--- src/rtl/fetch_unit.sv ---
// ---------------------------------------------------------------------------
// fetch_unit
//    Instruction fetch stage. Owns the program counter, issues instruction
//    memory reads, and buffers each returned word together with its address
//    in a small FIFO that decode drains. Taken branches/jumps flush the
//    buffer and restart fetching at the new target. A HALT word (opcode 6'h3F)
//    is still delivered, but no further requests are made until a redirect.
//
// Ports
//    CLK          in   1   clock, rising edge
//    RST          in   1   synchronous active-high reset
//    imemREN      out  1   instruction read request
//    imemaddr     out  32  fetch address (current PC)
//    imemload     in   32  instruction word, valid with ihit
//    ihit         in   1   memory completes the current request
//    redirect     in   1   flush and refetch from redirect_pc
//    redirect_pc  in   32  redirect target, low two bits ignored
//    id_ready     in   1   decode takes the head entry this cycle
//    id_valid     out  1   head entry valid
//    id_instr     out  32  head instruction word
//    id_pc        out  32  head instruction address
//    id_npc       out  32  head instruction address + 4
//    halted       out  1   fetching stopped after a HALT word
// ---------------------------------------------------------------------------
module fetch_unit #(
    parameter logic [31:0] PC_INIT    = 32'h0,
    parameter int          FIFO_DEPTH = 2
) (
    input  logic        CLK,
    input  logic        RST,
    output logic        imemREN,
    output logic [31:0] imemaddr,
    input  logic [31:0] imemload,
    input  logic        ihit,
    input  logic        redirect,
    input  logic [31:0] redirect_pc,
    input  logic        id_ready,
    output logic        id_valid,
    output logic [31:0] id_instr,
    output logic [31:0] id_pc,
    output logic [31:0] id_npc,
    output logic        halted
);

    localparam int PW = (FIFO_DEPTH > 1) ? $clog2(FIFO_DEPTH) : 1;
    localparam int CW = PW + 1;
    localparam logic [CW-1:0] DEPTH_C = CW'(FIFO_DEPTH);
    localparam logic [CW-1:0] CNT_ONE = CW'(1);
    localparam logic [PW-1:0] PTR_ONE = PW'(1);

    typedef enum logic {
        RUN,
        HALTED
    } fetchState_t;

    fetchState_t   state_q, state_d;
    logic [31:0]   pc_q, pc_d;
    logic [CW-1:0] count_q, count_d;
    logic [PW-1:0] wrPtr_q, wrPtr_d;
    logic [PW-1:0] rdPtr_q, rdPtr_d;
    logic [31:0]   instrBuf_q [FIFO_DEPTH];
    logic [31:0]   pcBuf_q    [FIFO_DEPTH];

    logic          reqActive;
    logic          doPush;
    logic          doPop;
    logic          isHalt;
    logic          bufNotEmpty;
    logic [31:0]   redirectTarget;
    logic          unusedRedirectBits;

    // A request is outstanding whenever we are running and have room to
    // store its result, so a full buffer naturally stalls the memory side.
    // Redirect overrides both push and pop: the incoming word is wrong-path
    // and whatever decode would have popped is flushed anyway.
    assign bufNotEmpty        = (count_q != '0);
    assign reqActive          = (state_q == RUN) && (count_q < DEPTH_C);
    assign doPush             = reqActive && ihit && !redirect;
    assign doPop              = bufNotEmpty && id_ready && !redirect;
    assign isHalt             = (imemload[31:26] == 6'h3F);
    assign redirectTarget     = {redirect_pc[31:2], 2'b00};
    assign unusedRedirectBits = ^redirect_pc[1:0];

    // Next-state logic for the PC, buffer pointers/occupancy and the
    // RUN/HALTED state. The PC only advances on an accepted word, so a slow
    // memory sees a stable address until it answers. After a HALT word the
    // PC is left at halt address + 4 and the state machine stops issuing.
    always_comb begin
        state_d = state_q;
        pc_d    = pc_q;
        count_d = count_q;
        wrPtr_d = wrPtr_q;
        rdPtr_d = rdPtr_q;
        if (redirect) begin
            state_d = RUN;
            pc_d    = redirectTarget;
            count_d = '0;
            wrPtr_d = '0;
            rdPtr_d = '0;
        end else begin
            if (doPush) begin
                pc_d    = pc_q + 32'd4;
                wrPtr_d = wrPtr_q + PTR_ONE;
                if (isHalt) begin
                    state_d = HALTED;
                end
            end
            if (doPop) begin
                rdPtr_d = rdPtr_q + PTR_ONE;
            end
            case ({doPush, doPop})
                2'b10:   count_d = count_q + CNT_ONE;
                2'b01:   count_d = count_q - CNT_ONE;
                default: count_d = count_q;
            endcase
        end
    end

    // Control state register with synchronous reset back to PC_INIT and an
    // empty buffer; any request in flight at reset is simply forgotten.
    always_ff @(posedge CLK) begin
        if (RST) begin
            state_q <= RUN;
            pc_q    <= PC_INIT;
            count_q <= '0;
            wrPtr_q <= '0;
            rdPtr_q <= '0;
        end else begin
            state_q <= state_d;
            pc_q    <= pc_d;
            count_q <= count_d;
            wrPtr_q <= wrPtr_d;
            rdPtr_q <= rdPtr_d;
        end
    end

    // Buffer storage. Contents need no reset because occupancy alone decides
    // whether the head is valid. Only the PC is stored; next-PC is derived
    // on the way out.
    always_ff @(posedge CLK) begin
        if (!RST && doPush) begin
            instrBuf_q[wrPtr_q] <= imemload;
            pcBuf_q[wrPtr_q]    <= pc_q;
        end
    end

    // Outputs. Everything except the address is forced low during reset so
    // neither memory nor decode sees activity from stale state.
    assign imemREN  = !RST && reqActive;
    assign imemaddr = pc_q;
    assign id_valid = !RST && bufNotEmpty;
    assign id_instr = RST ? 32'h0 : instrBuf_q[rdPtr_q];
    assign id_pc    = RST ? 32'h0 : pcBuf_q[rdPtr_q];
    assign id_npc   = RST ? 32'h0 : pcBuf_q[rdPtr_q] + 32'd4;
    assign halted   = !RST && (state_q == HALTED);

endmodule

--- config.mk ---
export PLATFORM = sky130hd
export DESIGN_NAME = fetch_unit
export DESIGN_NICKNAME = d
export VERILOG_FILES = /design/src/rtl/fetch_unit.sv
export SDC_FILE = /design/constraint.sdc
export NUM_CORES = 1
export LEC_CHECK = 0
export ABC_CLOCK_PERIOD_IN_PS = 8800
export BUFFER_PORTS_ARGS = -buffer_cell sky130_fd_sc_hd__buf_2
export CAP_MARGIN = 20
export CORE_MARGIN = 2
export CORE_UTILIZATION = 57
export CTS_CLUSTER_DIAMETER = 150
export DETAILED_ROUTE_END_ITERATION = 6
export PLACE_DENSITY = 0.93
export SETUP_SLACK_MARGIN = 0.15
export SLEW_MARGIN = 25
export SYNTH_ARGS = -nofsm -noshare
export SYNTH_HDL_FRONTEND = slang
export SYNTH_SLANG_ARGS = --single-unit
--- constraint.sdc ---
create_clock -name CLK -period 8.8 [get_ports CLK]
set_input_delay 0 -clock CLK [delete_from_list [all_inputs] [get_ports CLK]]
set_output_delay 0 -clock CLK [all_outputs]
set_load 0.005 [all_outputs]
# Word level (Yosys, flattened, before mapping)
# Memories as Yosys holds them, arrays and structs flattened. A register that Yosys moved wholly into a read port is not among the register bits.
# Cells that the tools add are included.
# word_totals
ff_bits,37
ramBits,128
in_bits,69
out_inout_bits,131
n_memories,2
# mem_list
memory,words,width,read_ports,rd_ports_with_merged_regs,write_ports,line,source
instrBuf_q,2,32,1,1,1,61,logic [31:0] instrBuf_q [FIFO_DEPTH];
pcBuf_q,2,32,1,1,1,62,logic [31:0] pcBuf_q [FIFO_DEPTH];
# classes
addsub,6
magnitude_cmp,1
n_eq_ne,3
n_mux,12
bitwise_logic,1
n_reduce_logical,16
# op_table
cell,n
$mux W32,5
$add A32 B3 Y32 const B,2
$logic_and A1 B1 Y1,9
$eq A6 B6 Y1 const B,1
$mux W1,6
$reduce_bool A2 Y1,3
$pmux W2 S2,1
$add A1 B1 Y1 const B,2
$add A2 B1 Y2 const B,1
$eq A2 B1 Y1 const B,1
$eq A2 B2 Y1 const B,1
$logic_not A1 Y1,2
$lt A2 B2 Y1 const B,1
$reduce_and A2 Y1,1
$reduce_or A2 Y1,1
$sub A2 B1 Y2 const B,1
$not A1 Y1,1

# Logic depth before layout (Yosys ltp)
# logic_depth
word_depth,7
ltp_mapped,11

# Least setup slack after synthesis
# Ideal clock, no wire load.
# synth_timing
kind,flip-flop to flip-flop
start,register count_q[1]
end,memory instrBuf_q[0][0] (enable)
setup_ns,0.558
arrival_ns,5.194
t_required_ns,8.242
slack_ns,3.048
stages_incl_launch_ff,4
path_cell_list,dfxtp_1 clkbuf_1 or3b_1 nor3_1
# synth_via
elab_chain_cells,7
# synth_lines
element,line,source
start: declaration,58,"logic [CW-1:0] count_q, count_d;"
start signal: assignment,131,count_q <= count_d;
$lt A2 B2 Y1,77,assign reqActive = (state_q == RUN) && (count_q < DEPTH_C);
$logic_and A1 B1 Y1,77,
$logic_and A1 B1 Y1 (2 in a row),78,assign doPush = reqActive && ihit && !redirect;
$logic_and A1 B1 Y1,141,if (!RST && doPush) begin
$mux W1,141,
$mux W1 (implied by the code),142,instrBuf_q[wrPtr_q] <= imemload;
end: declaration,61,
# Every way passes these cells.

==> impl_metrics.tcl <==
set metrics [dict create \
    cp_slowest_stage_delay_ps 770 \
    start_util 0.579 \
    synth_seq_cells 160 \
    synth_edf_count 124 \
    path_common_cell "buf_4" \
    finish.net_count 981 \
    mostFrequentLayoutCell "buf_2" \
    maxSlewHeadroom 0.394 \
    mostFrequentLayoutCells "buf_2 (190), edfxtp_1 (124), nor2_1 (115)" \
    via_count 6267 \
    cts_num_sinks 160 \
    slew_violations 0 \
    ys_top_cells_by_area "edfxtp_1 (49%), dfxtp_1 (9.5%), mux2i_1 (8.2%)" \
    grt_max_degree 69 \
    hold_depth 4 \
    worstSetupStartpointType "register" \
    path_depth 8 \
    yosysSeqAreaShare 0.587 \
    crit_family "buffers and inverters" \
    rows 42 \
    cts_buffer_depth 2 \
    root_buffer "clkbuf_16" \
    power_frac_clock 0.429 \
    powerDensity_nw_per_um2 179 \
    clkTransAtPathRegs_ps 60 \
    drt_wl_total_mm 20.0 \
    first_pass_iters 6 \
    slowest_stage "buf_4" \
    r2r-start "count_q[1]$_SDFFE_PP0P_" \
    grt_pass1_vias 6017 \
    switchingPower_w 0.000394 \
    drive_above_1_share 0.261 \
    hold_viol_final 0 \
    numCtsBuffers 17 \
    hp-class "primary input to register" \
    avgSynthCellArea_um2 11.5 \
    fillers 778 \
    cp_max_fo 68 \
    diodes 0 \
    yosysWarnings 0 \
    ir_worst_vdd_uv 131 \
    worst_r2r_path_depth 3 \
    grtUsageTotal 0.283 \
    fin_util 0.758 \
    cp_data_required_time_ps 8800 \
    setup_viol 0 \
    fin_crit_sh 0.448 \
    period_minus_slack_ps 3940 \
    end_kind "primary output" \
    crit_buf_inv 3 \
    synth_ff_type "edfxtp_1" \
    overflow 0 \
    drt-vias-per-instance 5.71 \
    power.leakage_nw 3.77 \
    worstMarginPinSlew_ps 904 \
    critPathCapture "id_npc[31]" \
    synth_largest_area_cell "edfxtp_1" \
    chipWidth_um 119 \
    cap_violations 0 \
    areaGrowthSynthToFinish_pct 31.0 \
    clock_latency_ps 410 \
    post_drt_wl_per_cell_um 18.2 \
    fp.dieArea_um2 14200 \
    fmax_ghz 0.254 \
    status "completed" \
    seqPwrFrac 0.485 \
    ys_types 56 \
    numPortBuffers 191 \
    core_um2 13100 \
    htree_levels 4 \
    async_reset_ff_frac 0 \
    synth.top_cell.area_share 0.492 \
    p_int_w 0.00139 \
    antenna_found_initial 0 \
    tns_ps 0 \
    combPwrFrac 0.085 \
    ff2ff_setup_slack_ps 6040 \
    worstPathArrival_ps 3940 \
    tritoncts "built" \
    crit_chain "buf_4 > mux2i_1 > a221oi_2 > buf_4 > nand4_1 > or4_1 > and3_1 > buf_2" \
    die_h_um 119 \
    fin_cells 1098 \
    path_class "register to primary output" \
    fin_worst_skew_ps 6.79 \
    syn_inst 660 \
    first_iter_violations 809 \
    switching_share 0.221 \
    drc 0 \
    post_cts_buffers 0 \
    pin_count 200 \
    syn_area_um2 7570 \
    postRouteAntennaNets 0 \
    grt_pass1_wl_mm 31.1 \
    dp_cells 999 \
    rsz0062_at_grt "false" \
    rr_endpoint "pcBuf_q[0][26]$_DFFE_PP_" \
    finalWeightedCongestion 0.869 \
    dp_hpwl_mm 12.4 \
]
-- state kept, by name (all words and copies together) (netlist names), named ones only --
signal / count
imemaddr: 30
state_q: 1
pcBuf_q: 60
rdPtr_q: 1
instrBuf_q: 64
count_q: 2
wrPtr_q: 1
-- area by class of cell --
cell class,count,area (um^2),area share
clock buffer,18,429,0.0432
clock inverter,14,189,0.0190
inverter,10,37.5,0.00378
multi-input combinational,455,2920,0.294
sequential,160,4450,0.448
tap,176,220,0.0222
timing repair buffer,265,1680,0.169
-- metal layers --
layer	GRT usage	vias to the layer above	part of all wire
li1	-	2904	-
met1	0.351	2922	0.38
met2	0.494	366	0.51
met3	0.0450	75	0.070
met4	0.113	0	0.037
met5	0	-	0
-- power by group through the flow --
stage	Sequential, W	Combinational, W	Clock, W
floorplan	0.000871	0.0000675	0
global placement	0.000875	0.000120	0
detailed placement	0.000878	0.000123	0
CTS	0.000862	0.000148	0.000760
global route	0.000866	0.000165	0.000800
finish	0.000864	0.000152	0.000764
-- how the worst min path moves through the flow --
| stage | from | to | slack [ps] |
|---|---|---|---|
| global placement | imemload[9] | instrBuf_q[0][9]$_DFFE_PP_ | 190 |
| floorplan | imemload[0] | instrBuf_q[0][0]$_DFFE_PP_ | 100 |
| finish | id_ready | rdPtr_q$_SDFFE_PP0P_ | 60 |
| global route | id_ready | rdPtr_q$_SDFFE_PP0P_ | 60 |
| CTS | id_ready | rdPtr_q$_SDFFE_PP0P_ | 30 |
| detailed placement | imemload[2] | instrBuf_q[0][2]$_DFFE_PP_ | 190 |
-- stage by stage --
stage / cell area (um^2) / power, W / setup slack (ps) / hold slack (ps)
2_1_floorplan: 7590 / 0.000938 / 3050 / 98.9
3_3_place_gp: 8630 / 0.000995 / 5420 / 188
3_5_place_dp: 8630 / 0.00100 / 5380 / 192
4_1_cts: 9920 / 0.00177 / 4920 / 26.6
5_1_grt: 9920 / 0.00183 / 4620 / 56.3
6_report: 9920 / 0.00178 / 4860 / 58.9
-- logic make-up (layout without fill, tap and decap cells) --
logic type,count (synthesis),after routing,synth area share
multiplexers,67,67,0.0894
adder cells (fa/ha/maj),3,3,0.00496
AND/OR/NAND/NOR,273,273,0.180
AO/OA/AOI/OAI,60,60,0.0535
XOR/XNOR,46,46,0.0532
flip-flops,160,160,0.587
buffers and inverters,50,307,0.0319
other,1,6,0.000495
-- cells in the mapped netlist, types with 6 or more instances --
library cell,instances
nand3_1,23
buf_4,6
edfxtp_1,124
a21oi_1,10
nor3_1,18
o21ai_0,15
buf_2,6
nand4_1,24
nor3b_1,6
xor2_1,16
inv_1,9
and2_1,9
nor2_1,115
a211oi_1,16
and3_1,8
mux2i_1,62
xnor2_1,30
clkbuf_1,22
dfxtp_1,36
nand2_1,37
-- worst min-delay path, cell delays in order --
cell and delay, ps:
buf_2 90, o21ai_0 140, xor2_1 110, nor2_1 90
-- what timing repair did --
item	CTS	global route
gates resized for setup	0	0
hold buffers	67	0
endpoints found under the hold margin	94	0
Power figures use the tool's default switching activity.
